--- src/rtl/com_bus_arbiter_if.sv ---
// Request/grant bundle between the cache array and the common-bus arbiter.
// The slave modport is the arbiter side; master is the requester side.
interface com_bus_arbiter_if #(
    parameter int unsigned NUM_PROC  = 8,
    parameter int unsigned NUM_SNOOP = 4,
    parameter int unsigned ID_W      = 3,
    parameter int unsigned SID_W     = 2
);
    logic [NUM_PROC-1:0]  Com_Bus_Req_proc;
    logic [NUM_PROC-1:0]  Com_Bus_Gnt_proc;
    logic [NUM_SNOOP-1:0] Com_Bus_Req_snoop;
    logic [NUM_SNOOP-1:0] Com_Bus_Gnt_snoop;
    logic                 Bus_busy;
    logic [ID_W-1:0]      Proc_owner;
    logic [SID_W-1:0]     Snoop_owner;
    logic                 Hold_timeout;

    modport master (
        output Com_Bus_Req_proc,
        output Com_Bus_Req_snoop,
        input  Com_Bus_Gnt_proc,
        input  Com_Bus_Gnt_snoop,
        input  Bus_busy,
        input  Proc_owner,
        input  Snoop_owner,
        input  Hold_timeout
    );

    modport slave (
        input  Com_Bus_Req_proc,
        input  Com_Bus_Req_snoop,
        output Com_Bus_Gnt_proc,
        output Com_Bus_Gnt_snoop,
        output Bus_busy,
        output Proc_owner,
        output Snoop_owner,
        output Hold_timeout
    );
endinterface

--- src/rtl/com_bus_arbiter.sv ---
// Common-bus arbiter: round-robin proc lane with a turnaround dead cycle,
// plus an independent round-robin snoop lane. All outputs registered.
module com_bus_arbiter #(
    parameter int unsigned NUM_PROC  = 8,
    parameter int unsigned NUM_SNOOP = 4,
    parameter int unsigned ID_W      = 3,
    parameter int unsigned MAX_HOLD  = 256
) (
    input logic              clk,
    input logic              rst,
    com_bus_arbiter_if.slave bus
);
    localparam int unsigned SID_W  = (NUM_SNOOP > 1) ? $clog2(NUM_SNOOP) : 1;
    localparam int unsigned PW     = ID_W + 1;
    localparam int unsigned SPW    = SID_W + 1;
    localparam int unsigned HCNT_W = $clog2(MAX_HOLD + 1);

    localparam logic [HCNT_W-1:0] HOLD_LIMIT = HCNT_W'(MAX_HOLD);
    localparam logic [ID_W-1:0]   PROC_LAST  = ID_W'(NUM_PROC - 1);
    localparam logic [SID_W-1:0]  SNOOP_LAST = SID_W'(NUM_SNOOP - 1);

    typedef enum logic [1:0] {StIdle, StGrant, StRelease} proc_state_e;

    logic [NUM_PROC-1:0]  w_req_proc;
    logic [NUM_SNOOP-1:0] w_req_snoop;
    logic [ID_W-1:0]      w_proc_pick;
    logic [SID_W-1:0]     w_snoop_pick;

    proc_state_e          r_state;
    logic [NUM_PROC-1:0]  r_gnt_proc;
    logic                 r_busy;
    logic [ID_W-1:0]      r_proc_owner;
    logic [ID_W-1:0]      r_rr_ptr;
    logic [HCNT_W-1:0]    r_hold_cnt;
    logic                 r_hold_timeout;
    logic [NUM_SNOOP-1:0] r_gnt_snoop;
    logic [SID_W-1:0]     r_snoop_owner;
    logic [SID_W-1:0]     r_snoop_ptr;

    assign w_req_proc  = bus.Com_Bus_Req_proc;
    assign w_req_snoop = bus.Com_Bus_Req_snoop;

    // First set bit at or above ptr, wrapping; ptr and k are both below NUM_PROC.
    function automatic logic [ID_W-1:0] pick_proc(input logic [NUM_PROC-1:0] req,
                                                  input logic [ID_W-1:0]     ptr);
        logic [ID_W-1:0] pick;
        logic [PW-1:0]   sum;
        logic            found;
        pick  = ptr;
        found = 1'b0;
        for (int unsigned k = 0; k < NUM_PROC; k++) begin
            sum = {1'b0, ptr} + PW'(k);
            if (sum >= PW'(NUM_PROC)) sum = sum - PW'(NUM_PROC);
            if (!found && req[sum[ID_W-1:0]]) begin
                found = 1'b1;
                pick  = sum[ID_W-1:0];
            end
        end
        return pick;
    endfunction

    function automatic logic [SID_W-1:0] pick_snoop(input logic [NUM_SNOOP-1:0] req,
                                                    input logic [SID_W-1:0]     ptr);
        logic [SID_W-1:0] pick;
        logic [SPW-1:0]   sum;
        logic             found;
        pick  = ptr;
        found = 1'b0;
        for (int unsigned k = 0; k < NUM_SNOOP; k++) begin
            sum = {1'b0, ptr} + SPW'(k);
            if (sum >= SPW'(NUM_SNOOP)) sum = sum - SPW'(NUM_SNOOP);
            if (!found && req[sum[SID_W-1:0]]) begin
                found = 1'b1;
                pick  = sum[SID_W-1:0];
            end
        end
        return pick;
    endfunction

    assign w_proc_pick  = pick_proc(w_req_proc, r_rr_ptr);
    assign w_snoop_pick = pick_snoop(w_req_snoop, r_snoop_ptr);

    always_ff @(posedge clk or posedge rst) begin
        if (rst) begin
            r_state        <= StIdle;
            r_gnt_proc     <= '0;
            r_busy         <= 1'b0;
            r_proc_owner   <= '0;
            r_rr_ptr       <= '0;
            r_hold_cnt     <= '0;
            r_hold_timeout <= 1'b0;
        end else begin
            unique case (r_state)
                StIdle: begin
                    if (|w_req_proc) begin
                        r_gnt_proc   <= NUM_PROC'(1) << w_proc_pick;
                        r_proc_owner <= w_proc_pick;
                        r_busy       <= 1'b1;
                        r_hold_cnt   <= '0;
                        r_state      <= StGrant;
                    end
                end
                StGrant: begin
                    if (w_req_proc[r_proc_owner]) begin
                        // Timeout only flags; the owner keeps the bus.
                        if (r_hold_cnt != HOLD_LIMIT) begin
                            r_hold_cnt <= r_hold_cnt + 1'b1;
                            if (r_hold_cnt + 1'b1 == HOLD_LIMIT) r_hold_timeout <= 1'b1;
                        end
                    end else begin
                        r_gnt_proc <= '0;
                        r_busy     <= 1'b0;
                        r_rr_ptr   <= (r_proc_owner == PROC_LAST) ? '0 : r_proc_owner + 1'b1;
                        r_state    <= StRelease;
                    end
                end
                StRelease: r_state <= StIdle;
                default:   r_state <= StIdle;
            endcase
        end
    end

    always_ff @(posedge clk or posedge rst) begin
        if (rst) begin
            r_gnt_snoop   <= '0;
            r_snoop_owner <= '0;
            r_snoop_ptr   <= '0;
        end else if (r_gnt_snoop == '0) begin
            if (|w_req_snoop) begin
                r_gnt_snoop   <= NUM_SNOOP'(1) << w_snoop_pick;
                r_snoop_owner <= w_snoop_pick;
            end
        end else if (!w_req_snoop[r_snoop_owner]) begin
            r_gnt_snoop <= '0;
            r_snoop_ptr <= (r_snoop_owner == SNOOP_LAST) ? '0 : r_snoop_owner + 1'b1;
        end
    end

    assign bus.Com_Bus_Gnt_proc  = r_gnt_proc;
    assign bus.Com_Bus_Gnt_snoop = r_gnt_snoop;
    assign bus.Bus_busy          = r_busy;
    assign bus.Proc_owner        = r_proc_owner;
    assign bus.Snoop_owner       = r_snoop_owner;
    assign bus.Hold_timeout      = r_hold_timeout;

    a_proc_onehot: assert property (@(posedge clk) disable iff (rst) $onehot0(r_gnt_proc));
    a_snoop_onehot: assert property (@(posedge clk) disable iff (rst) $onehot0(r_gnt_snoop));
    a_proc_had_req: assert property (@(posedge clk) disable iff (rst)
        (r_gnt_proc & ~$past(w_req_proc)) == '0);
    a_snoop_had_req: assert property (@(posedge clk) disable iff (rst)
        (r_gnt_snoop & ~$past(w_req_snoop)) == '0);
endmodule

--- src/flat_wrapper.sv ---
// flat-port wrapper written by rule: the top's interface ports become plain ports
module com_bus_arbiter_flat 
#(
    parameter int unsigned NUM_PROC  = 8,
    parameter int unsigned NUM_SNOOP = 4,
    parameter int unsigned ID_W      = 3,
    parameter int unsigned MAX_HOLD  = 256
)
  (clk, rst, bus_Com_Bus_Req_proc, bus_Com_Bus_Req_snoop, bus_Com_Bus_Gnt_proc, bus_Com_Bus_Gnt_snoop, bus_Bus_busy, bus_Proc_owner, bus_Snoop_owner, bus_Hold_timeout);
  com_bus_arbiter_if #(.NUM_PROC(NUM_PROC), .NUM_SNOOP(NUM_SNOOP), .ID_W(ID_W)) bus_i ();
  input logic clk;
  input logic rst;
  input wire logic [$bits(bus_i.Com_Bus_Req_proc)-1:0] bus_Com_Bus_Req_proc;
  input wire logic [$bits(bus_i.Com_Bus_Req_snoop)-1:0] bus_Com_Bus_Req_snoop;
  output wire logic [$bits(bus_i.Com_Bus_Gnt_proc)-1:0] bus_Com_Bus_Gnt_proc;
  output wire logic [$bits(bus_i.Com_Bus_Gnt_snoop)-1:0] bus_Com_Bus_Gnt_snoop;
  output wire logic [$bits(bus_i.Bus_busy)-1:0] bus_Bus_busy;
  output wire logic [$bits(bus_i.Proc_owner)-1:0] bus_Proc_owner;
  output wire logic [$bits(bus_i.Snoop_owner)-1:0] bus_Snoop_owner;
  output wire logic [$bits(bus_i.Hold_timeout)-1:0] bus_Hold_timeout;
  assign bus_i.Com_Bus_Req_proc = bus_Com_Bus_Req_proc;
  assign bus_i.Com_Bus_Req_snoop = bus_Com_Bus_Req_snoop;
  assign bus_Com_Bus_Gnt_proc = bus_i.Com_Bus_Gnt_proc;
  assign bus_Com_Bus_Gnt_snoop = bus_i.Com_Bus_Gnt_snoop;
  assign bus_Bus_busy = bus_i.Bus_busy;
  assign bus_Proc_owner = bus_i.Proc_owner;
  assign bus_Snoop_owner = bus_i.Snoop_owner;
  assign bus_Hold_timeout = bus_i.Hold_timeout;
  com_bus_arbiter #(.NUM_PROC(NUM_PROC), .NUM_SNOOP(NUM_SNOOP), .ID_W(ID_W), .MAX_HOLD(MAX_HOLD)) u_core (.clk(clk), .rst(rst), .bus(bus_i));
endmodule
--- config.mk ---
export PLATFORM = sky130hd
export DESIGN_NAME = com_bus_arbiter_flat
export DESIGN_NICKNAME = d
export VERILOG_FILES = /design/src/rtl/com_bus_arbiter_if.sv /design/src/rtl/com_bus_arbiter.sv /design/src/flat_wrapper.sv
export SDC_FILE = /design/constraint.sdc
export NUM_CORES = 1
export LEC_CHECK = 0
export ABC_AREA = 1
export CAP_MARGIN = 15
export CORE_MARGIN = 5
export CORE_UTILIZATION = 50
export DETAILED_ROUTE_END_ITERATION = 12
export PLACE_DENSITY = 0.75
export SYNTH_ARGS = -nofsm -noshare
export SYNTH_HDL_FRONTEND = slang
export SYNTH_SLANG_ARGS = --single-unit
export TNS_END_PERCENT = 5
--- constraint.sdc ---
create_clock -name clk -period 2.66 [get_ports clk]
set_clock_uncertainty 0.2 [all_clocks]
set_input_delay 0.532 -clock clk [delete_from_list [all_inputs] [get_ports clk]]
set_output_delay 0.532 -clock clk [all_outputs]
set_load 0.02 [all_outputs]
=== Yosys cells after proc, flatten, opt, wreduce, memory -nomap -nowiden ===
Index checks and enable logic that the tools add are counted.

* Input bits: 14
* Output and inout bits: 19
* Latch bits: 0
* Flip-flop bits (word level): 35
* Memories kept: 0
* ROM bits: 0
* Word-level logic and storage cells: 191
* RAM bits: 0

* Divide/modulo/power cells: 0
* Add/subtract/negate cells: 25
* Shift-type cells: 2
* Reduce and logical (&&, ||, !) cells: 34
* Equality and inequality tests: 11
* Bitwise operators: 3
* Multiply operators: 0
* Mux-type cells: 80
* Order comparisons: 26

{| class="wikitable"
|+ Operator list
! operator !! count
|-
| two-way mux 3 bit || 17
|-
| less-than comparator 3 x 4 -> 1 bit (second input constant) || 9
|-
| greater-or-equal comparator 4 bit (second input constant) || 7
|-
| binary-select mux 1 bit (select 3 bit) || 9
|-
| two-way mux 9 bit || 3
|-
| two-way mux 1 bit || 26
|-
| subtractor 3 x 1 -> 3 bit (second input constant) || 8
|-
| two-way mux 2 bit || 11
|-
| one-hot mux 9 bit (2 select lines) || 1
|-
| adder 3 x 3 -> 4 bit (second input constant) || 4
|-
| two-way mux 8 bit || 2
|-
| one-hot mux 8 bit (2 select lines) || 1
|-
| less-than comparator 2 x 3 -> 1 bit (second input constant) || 5
|-
| two-way mux 4 bit || 3
|-
| AND reduction 2 bit || 6
|-
| binary-select mux 1 bit (select 2 bit) || 5
|-
| logical AND 1 bit || 10
|-
| zero test 1 bit || 10
|-
| adder 9 x 1 -> 9 bit (second input constant) || 1
|-
| equality test 9 bit (second input constant) || 1
|-
| greater-or-equal comparator 3 bit (second input constant) || 3
|-
| inequality test 9 bit (second input constant) || 1
|-
| adder 3 x 2 -> 4 bit (second input constant) || 2
|-
| inequality test 2 x 1 -> 1 bit (second input constant) || 4
|-
| 24 further kinds || 32
|}

=== Longest topological paths before layout ===
* Word-level depth: 29
* Mapped depth: 22
* Gate-level depth less buffers: 20

=== Least setup slack after synthesis ===
OpenSTA, ideal clock, no wires.

* Kind: register to register
* From: register u_core.r_rr_ptr[0]
* To: register u_core.r_gnt_proc[5], in the netlist u_core.bus.Com_Bus_Gnt_proc[5]
* Data required time: 2.394 ns
* Path slack: -0.037 ns
* Cell stages (with the launch flop): 20
* Clock period less this slack: 2.697 ns
* Buffers on the path: 2
* Library setup time: 0.066 ns
* Arrival time: 2.431 ns
* Cell sequence: dfrtp_1 > buf_6 > inv_4 > buf_6 > ha_1 > inv_1 > nand3_2 > nand2_2 > nand2_2 > nand2_4 > nand3_4 > nor2_8 > nand3_2 > nor2_4 > inv_2 > nand3_2 > nand2_2 > a21oi_1 > nand3_1 > nand2_1

* Cells in the longest elaborated chain, start to end: 29
* Elaborated cells on any way between the ends: 79
* Classes of those cells: add/sub: 15; order compare: 8; shift: 1; mux: 41; reduce/logical: 14

{| class="wikitable"
|+ RTL lines
! item !! RTL line !! source
|-
| start, declared || com_bus_arbiter.sv:33 || <nowiki>logic [ID_W-1:0] r_rr_ptr;</nowiki>
|-
| start signal, assigned || com_bus_arbiter.sv:113 || <nowiki>r_rr_ptr <= (r_proc_owner == PROC_LAST) ? '0 : r_proc_owner + 1'b1;</nowiki>
|-
| branches (longest 25 deep; another with adder 3 x 1 -> 4 bit) || n/a ||
|-
| two-way mux 3 bit (*) || com_bus_arbiter.sv:54 || <nowiki>if (!found && req[sum[ID_W-1:0]]) begin</nowiki>
|-
| left shift 1 x 3 -> 8 bit (*) || com_bus_arbiter.sv:96 || <nowiki>r_gnt_proc <= NUM_PROC'(1) << w_proc_pick;</nowiki>
|-
| two-way mux 8 bit (*) || com_bus_arbiter.sv:95 || <nowiki>if (|w_req_proc) begin</nowiki>
|-
| one-hot mux 8 bit (2 select lines) (*) || com_bus_arbiter.sv:93 || <nowiki>unique case (r_state)</nowiki>
|-
| end signal, assigned || com_bus_arbiter.sv:96 ||
|-
| end, declared || com_bus_arbiter.sv:30 || <nowiki>logic [NUM_PROC-1:0] r_gnt_proc;</nowiki>
|}

Every way passes the cells marked *. The select of a mux whose other input is x is not followed.
A chain may end at the register's enable or synchronous reset.

=== Worst setup path in the final report ===
* From: register u_core.r_rr_ptr[0]
* To: register u_core.r_gnt_proc[7], in the netlist u_core.bus.Com_Bus_Gnt_proc[7]

The elaborated chain is that of the path after synthesis.

==> results.rst <==
.. list-table::
   :header-rows: 1

   * - Metric
     - Value
   * - Run status
     - completed
   * - Clock tree from TritonCTS
     - yes
   * - Dominant cell type by area after synthesis
     - sky130_fd_sc_hd__dfrtp_1
   * - I/O Pins
     - 33
   * - Slew at the pin with the worst max-slew slack
     - 0.4333 ns
   * - Max Freq
     - between 300 and 400 MHz
   * - Initial antenna violation count
     - 0
   * - Count of final max-slew check failures
     - 0
   * - Comb power frac
     - 0.762
   * - Critical path data required time
     - 2.69 ns
   * - Yosys warning total
     - 0
   * - Final critical delay including setup and external delays
     - 2.514 ns
   * - PwrDens
     - 1490 mW/mm2
   * - Type of destination of the critical path
     - flop
   * - Max_slew headroom
     - 0.7111
   * - Part of the Yosys area used for sequential elements
     - 0.3211
   * - Number of flops mapped to enable cells by yosys
     - 0
   * - Iteration count of the initial detailed-routing pass
     - 4
   * - Worst setup path category
     - reg -> reg
   * - Post-DP HPWL
     - 5188 um
   * - # nets final
     - between 400 and 500
   * - Detailed-route DRC error count
     - 0
   * - Post-Route Utilization
     - 0.7063
   * - # setup viols final
     - 0
   * - ANT nets after route
     - 0
   * - Setup slack after placement
     - -0.2423 ns
   * - Syn_nets
     - 414
   * - Total wire length
     - around 6800 um
   * - Synth-to-layout area growth
     - 34.77%
   * - Worst skew pair latency
     - 0.28 ns
   * - Synth top area share
     - 0.3211
   * - Hold slack
     - 0.2849 ns
   * - Overall via count from detail_route
     - 2773
   * - Max-cap violations
     - 0
   * - Detail-routed via count per cell
     - 5.145
   * - P_int
     - 2.628 mW
   * - Global placer's final weighted congestion
     - 0.8500
   * - Combined area of all synthesized cells
     - 0.002728 mm2
   * - Cell count after placement
     - 527
   * - GRT Residual Overflow
     - 0
   * - Synth Flop Type
     - sky130_fd_sc_hd__dfrtp_1
   * - Number of port buffers
     - 32
   * - Worst min path class
     - reg -> reg
   * - Hold violation count in the final report
     - 0
   * - Lkg Pwr
     - 1.908 nW
   * - Startpoint type of the worst setup path
     - flop
   * - Area of the die
     - 0.007033 mm2
   * - Cell Rows
     - 26
   * - Post-Synthesis Mean Instance Area
     - 6.958 um2
   * - Total negative setup slack
     - 0 ns
   * - Number of library cell types mapped by synthesis
     - 39
   * - GRT Util Overall
     - 0.1971
   * - Wire length of the first global-routing pass
     - between 10000 and 15000 um
   * - Maximum fanout along the worst path
     - 10
   * - Gate Count Post-Synth
     - a little under 400
   * - Maximum number of pins on one net before global-route repair
     - 36
   * - Vertical die dimension
     - about 84 um
   * - Setup repair after global routing missed its margin
     - true
   * - Finished Layout Cells
     - 539
   * - Clk pin slew, worst setup/hold paths
     - 0.07 ns
   * - Number of buffers between clock root and the deepest sink
     - 2
   * - Fraction of registers with async set or reset after synthesis
     - 1.000
   * - Number of DRC markers in iteration 0
     - 86
   * - Number of storage elements in the synthesis netlist
     - 35
   * - Clock sink total
     - 35
   * - Fraction of layout instances using a drive strength above 1
     - 0.2431
   * - Part of the total power dissipated in sequential elements
     - 0.167
   * - Largest cells by area after synthesis
     - sky130_fd_sc_hd__dfrtp_1 (32%), sky130_fd_sc_hd__nand2_1 (16%), sky130_fd_sc_hd__nand3_1 (9.2%)
   * - Final critical-path setup slack
     - roughly 0.15 ns
   * - Area of the core region
     - 0.005205 mm2
   * - Maximum resistive drop on vdd
     - between 0.0007 and 0.0008 V
   * - Diode insertion count for antenna repair
     - 0
   * - Post-detailed-placement cell area
     - 0.003378 mm2
   * - Sw Ratio
     - 0.5202
   * - Starting density of the core
     - 0.5240
   * - Post-layout instance area
     - 0.003676 mm2
   * - Total chip power
     - about 5.5 mW
   * - H-tree depth
     - 2
   * - Switching Power
     - 2.849 mW
   * - Cts bufs inserted
     - 5
   * - Clk root buf
     - sky130_fd_sc_hd__clkbuf_8
   * - Critical path arrival
     - 2.54 ns
   * - Number of global-route vias before repair
     - 2725
   * - Horiz. Die Dim
     - between 80 and 90 um
   * - Crit share post-route
     - 0.9450
   * - Average wire per cell in the routed design
     - 12.56 um
   * - Relative contribution of the clock network to total power
     - 0.071
[cell families after synthesis]
family	after synthesis	synth area share
adders and majority gates	8	0.03670
xor gates and xnor gates	14	0.05321
AOI/OAI and AO/OA	56	0.1124
DFF	35	0.3211
and+or+nand+nor	219	0.3821
buffers and inverters	59	0.09082
muxes	1	0.003670
[worst paths after layout]
| check | from | end | slack (ns) | depth (start not counted) |
|---|---|---|---|---|
| worst max-delay path | u_core.r_rr_ptr[0]$_DFFE_PP0P_ | u_core.bus.Com_Bus_Gnt_proc[7]$_DFFE_PP0P_ | 0.15 | 15 |
| min in group asynchronous | rst | u_core.bus.Bus_busy$_DFFE_PP0P_ | 0.44 | 3 |
| worst min-delay path | u_core.bus.Com_Bus_Gnt_proc[3]$_DFFE_PP0P_ | u_core.bus.Com_Bus_Gnt_proc[3]$_DFFE_PP0P_ | 0.28 | 2 |
| worst max register to register | u_core.r_rr_ptr[0]$_DFFE_PP0P_ | u_core.bus.Com_Bus_Gnt_proc[7]$_DFFE_PP0P_ | 0.15 | 15 |
| worst min register to register | u_core.bus.Com_Bus_Gnt_proc[3]$_DFFE_PP0P_ | u_core.bus.Com_Bus_Gnt_proc[3]$_DFFE_PP0P_ | 0.28 | 2 |
| max in group asynchronous | rst | u_core.r_rr_ptr[2]$_DFFE_PP0P_ | 1.49 | 3 |
[metal layers]
layer  part of all wire  track usage  vias to the layer above
li1                   -            -                     1435
met1               0.44       0.2414                     1275
met2               0.51       0.3500                       51
met3              0.031      0.03159                       12
met4              0.018      0.06579                        0
met5                  0            0                        -
[registers in the layout (all words and copies together) (netlist names)]
| name | count |
|---|---|
| u_core.bus.Bus_busy | 1 |
| u_core.bus.Com_Bus_Gnt_proc | 8 |
| u_core.bus.Com_Bus_Gnt_snoop | 4 |
| u_core.bus.Hold_timeout | 1 |
| u_core.bus.Proc_owner | 3 |
| u_core.bus.Snoop_owner | 2 |
| u_core.r_hold_cnt | 9 |
| u_core.r_rr_ptr | 3 |
| u_core.r_snoop_ptr | 2 |
| u_core.r_state | 2 |
[power by group through the flow]
stage               clock network, mW  logic (mW)  registers [mW]
finish                          0.388        4.17           0.915
global route                    0.417        4.69           0.944
CTS                             0.397        3.68           0.901
detailed placement                  0        3.63           0.909
global placement                    0        3.55           0.903
floorplan                           0        2.42           0.931
[cell usage in the layout, fill, tap and decap left out, types with 2 or more instances in the layout]
cell	synthesis	routed
sky130_fd_sc_hd__o21ai_2	0	3
sky130_fd_sc_hd__nand3_1	50	46
sky130_fd_sc_hd__o21ai_1	1	5
sky130_fd_sc_hd__nand3_4	1	2
sky130_fd_sc_hd__nand2_4	3	5
sky130_fd_sc_hd__dfrtp_1	35	34
sky130_fd_sc_hd__nand3_2	7	10
sky130_fd_sc_hd__or2_2	2	2
sky130_fd_sc_hd__o21ai_0	31	24
sky130_fd_sc_hd__inv_1	43	42
sky130_fd_sc_hd__nand4_1	3	3
sky130_fd_sc_hd__ha_1	8	6
sky130_fd_sc_hd__clkbuf_8	0	6
sky130_fd_sc_hd__xor2_1	11	11
sky130_fd_sc_hd__nand2_1	116	106
sky130_fd_sc_hd__a21oi_1	12	10
sky130_fd_sc_hd__o22ai_1	5	5
sky130_fd_sc_hd__nor2_4	1	3
sky130_fd_sc_hd__a21oi_2	1	3
sky130_fd_sc_hd__dlymetal6s2s_1	0	8
sky130_fd_sc_hd__inv_2	9	10
sky130_fd_sc_hd__nor2_1	18	16
sky130_fd_sc_hd__nor3_1	4	4
sky130_fd_sc_hd__nor4_1	3	3
sky130_fd_sc_hd__buf_6	2	2
sky130_fd_sc_hd__clkdlybuf4s50_1	0	24
sky130_fd_sc_hd__nand2_2	8	16
sky130_fd_sc_hd__ha_4	0	2
sky130_fd_sc_hd__buf_4	2	41
[cell usage after synthesis, drive strengths merged (3+ instances only)]
cell	number
dfrtp	35
or2	3
o21ai	32
nor4	3
ha	8
nand3	58
o22ai	5
a21oi	13
nand2	127
nor2	20
buf	5
xor2	13
nor3	5
inv	53
nand4	3
[what timing repair did]
item / 4_1_cts / 5_1_grt
buffers inserted: 1 / 4
hold buffers: 0 / 0
pin swaps: 2 / 17
setup endpoints to repair: 1 / 21
resized for setup: 2 / 48
[area by class of cell]
| class | count | area, um2 |
|---|---|---|
| Sequential cell | 35 | 877.1 |
| Timing Repair Buffer | 75 | 670.6 |
| Clock buffer | 6 | 82.58 |
| Fill cell | 450 | 1529 |
| Clock inverter | 1 | 5.005 |
| Inverter | 54 | 205.2 |
| Multi-Input combinational cell | 298 | 1748 |
| Tap cell | 70 | 87.58 |
[worst max-delay path: stages, from the launching register on]
cell and delay, ns:
sky130_fd_sc_hd__dfrtp_1 0.40, sky130_fd_sc_hd__buf_6 0.17, sky130_fd_sc_hd__ha_4 0.21, sky130_fd_sc_hd__xor2_4 0.20
sky130_fd_sc_hd__nand2_2 0.09, sky130_fd_sc_hd__nand2_4 0.10, sky130_fd_sc_hd__nand3_4 0.09, sky130_fd_sc_hd__nor2_8 0.15
sky130_fd_sc_hd__nand4_1 0.16, sky130_fd_sc_hd__nor2_1 0.13, sky130_fd_sc_hd__nor2_1 0.06, sky130_fd_sc_hd__nand2_2 0.11
sky130_fd_sc_hd__nand2_4 0.08, sky130_fd_sc_hd__nor2_4 0.13, sky130_fd_sc_hd__nand3_2 0.08, sky130_fd_sc_hd__nand2_2 0.07
Note: power is estimated with default switching activity, not from simulation.
==> patch (config.mk and constraints unchanged) <==
`ID_W` is set to 3 in 3 places; all go to 6.
--- a/src/rtl/com_bus_arbiter_if.sv
+++ b/src/rtl/com_bus_arbiter_if.sv
@@ -4,5 +4,5 @@
     parameter int unsigned NUM_PROC  = 8,
     parameter int unsigned NUM_SNOOP = 4,
-    parameter int unsigned ID_W      = 3,
+    parameter int unsigned ID_W      = 6,
     parameter int unsigned SID_W     = 2
 );
--- a/src/rtl/com_bus_arbiter.sv
+++ b/src/rtl/com_bus_arbiter.sv
@@ -4,5 +4,5 @@
     parameter int unsigned NUM_PROC  = 8,
     parameter int unsigned NUM_SNOOP = 4,
-    parameter int unsigned ID_W      = 3,
+    parameter int unsigned ID_W      = 6,
     parameter int unsigned MAX_HOLD  = 256
 ) (
--- a/src/flat_wrapper.sv
+++ b/src/flat_wrapper.sv
@@ -4,5 +4,5 @@
     parameter int unsigned NUM_PROC  = 8,
     parameter int unsigned NUM_SNOOP = 4,
-    parameter int unsigned ID_W      = 3,
+    parameter int unsigned ID_W      = 6,
     parameter int unsigned MAX_HOLD  = 256
 )
Interface: changed (resized bus_Proc_owner); port bits go from 33 to 36. The function was not compared with the original's and may differ.
==> patch against the original RTL <==
- the flow now finishes with violations (negative setup slack)
- design area is 86% higher
- maximum frequency is 17% lower
- wire length is 150% higher
- count of clock-buffer cells in the layout is 1 higher
- setup slack worse by 0.51 ns
- sequential cell count is 6 higher
- area after synthesis is 65% higher
- largest cell class unchanged
Power is not shown: default switching activity piles up to over one toggle a cycle in this logic, so the estimate is an artifact.
==> patch: results (changes against the original RTL) <==
Outcome
  – Outcome: complete, but fails checks
  – Failing checks: negative setup slack

Setup path
  – Worst-path fanout max: 5 (-5)
  – Slowest cell on crit path: dfrtp_2
  – Worst reg2reg path depth: 21 (+6)
  – Critical path data arrival time: 3.08 ns (+0.54 ns)
  – Crit path to: u_core.bus.Com_Bus_Gnt_proc[2]
  – Worst r2r src: u_core.r_rr_ptr[2]
  – Worst path max stage delay: 0.48 ns (+0.08 ns)

Synth
  – Syn Nets: 750 (+81%)
  – Register area share after synthesis: 22.83% (-9.3 points)
  – Largest cells by area after synthesis: dfrtp_1 (23%), nand2_1 (17%), nand3_1 (8.8%)
  – Post-synth cell types: 45 (+15%)

Timing
  – Slew @ Worst Pin: 0.5190 ns (+0.08571 ns)
  – Hold Worst Slack: 0.2924 ns (+0.007500 ns)
  – TNS Setup: -4.249 ns (-4.249 ns)
  – Final worst slack: -0.3646 ns (-0.5108 ns)
  – Final setup fails: 14 (+14)

Detailed routing
  – Met2 WL: 8.391 mm (+140%)
  – Drt first pass iters: 8 (+4)
  – DR vias: 5721 (+110%)
  – Drt initial violations: 399 (+360%)
  – M1 WL: 6.360 mm (+110%)

Layout
  – Fin nets: 923 (+88%)
  – Area grow syn2layout: 52.38%
  – Reg with most FFs: u_core.r_hold_cnt
  – Filler cells: 595 (+32%)

Place
  – Cell Area, Placed: 5774 sq um (+71%)
  – RePlAce Congestion: 0.9688 (+14%)
  – Hpwl dp: 11.13 mm (+110%)

GRT
  – Largest net degree at the start of global routing: 42 (+17%)
  – Vias in the first global route: 5643 (+110%)
  – All-Layer GR Usage: 27.36% (+7.7 points)
  – Met3 Resource Use GR: 4.254% (+1.1 points)
  – Met2 usage: 47.93% (+13 points)
  – GR Util met1: 31.81% (+7.7 points)
  – First-pass GRT wire length: 25.37 mm (+120%)

Worst hold path
  – Worst hold path endpoint: u_core.bus.Com_Bus_Gnt_proc[7]
  – Critical hold path startpoint: u_core.bus.Com_Bus_Gnt_proc[7]

Clocking
  – Clock-pin slew on the worst setup and hold paths: 0.09 ns (+0.02 ns)
  – Skew-Pair Late Insertion Delay: 0.31 ns (+0.03 ns)
patch: logic make-up after synthesis:
group / count (synthesis) / synth area share [%]
and+or+nand+nor: 401 / 41.44
buffers and inverters: 113 / 10.16
xor gates and xnor gates: 26 / 5.235
DFF: 41 / 22.83
adders and majority gates: 29 / 8.076
AOI/OAI and AO/OA: 97 / 12.25
patch: final cells by class:
cell class                      count  area share (%)
Tap cell                          108           1.974
Multi-Input combinational cell    553           53.20
Clock inverter                      1          0.4386
Sequential cell                    41           15.04
Timing Repair Buffer              179           21.97
Clock buffer                        7           1.261
Inverter                          100           6.122
patch: per-stage QoR:
stage | instances | worst slack (ns)
after floorplan | 707 | -0.05724
after global placement | 945 | -0.5119
after detailed placement | 945 | -0.5715
after CTS | 973 | -0.2329
after global routing | 989 | -0.5179
final | 989 | -0.3646
patch: timing repair:
action,CTS,global route
pin swaps,34,76
setup endpoints to repair,23,28
buffers inserted,20,17
resized for setup,75,117
gates cloned,0,0
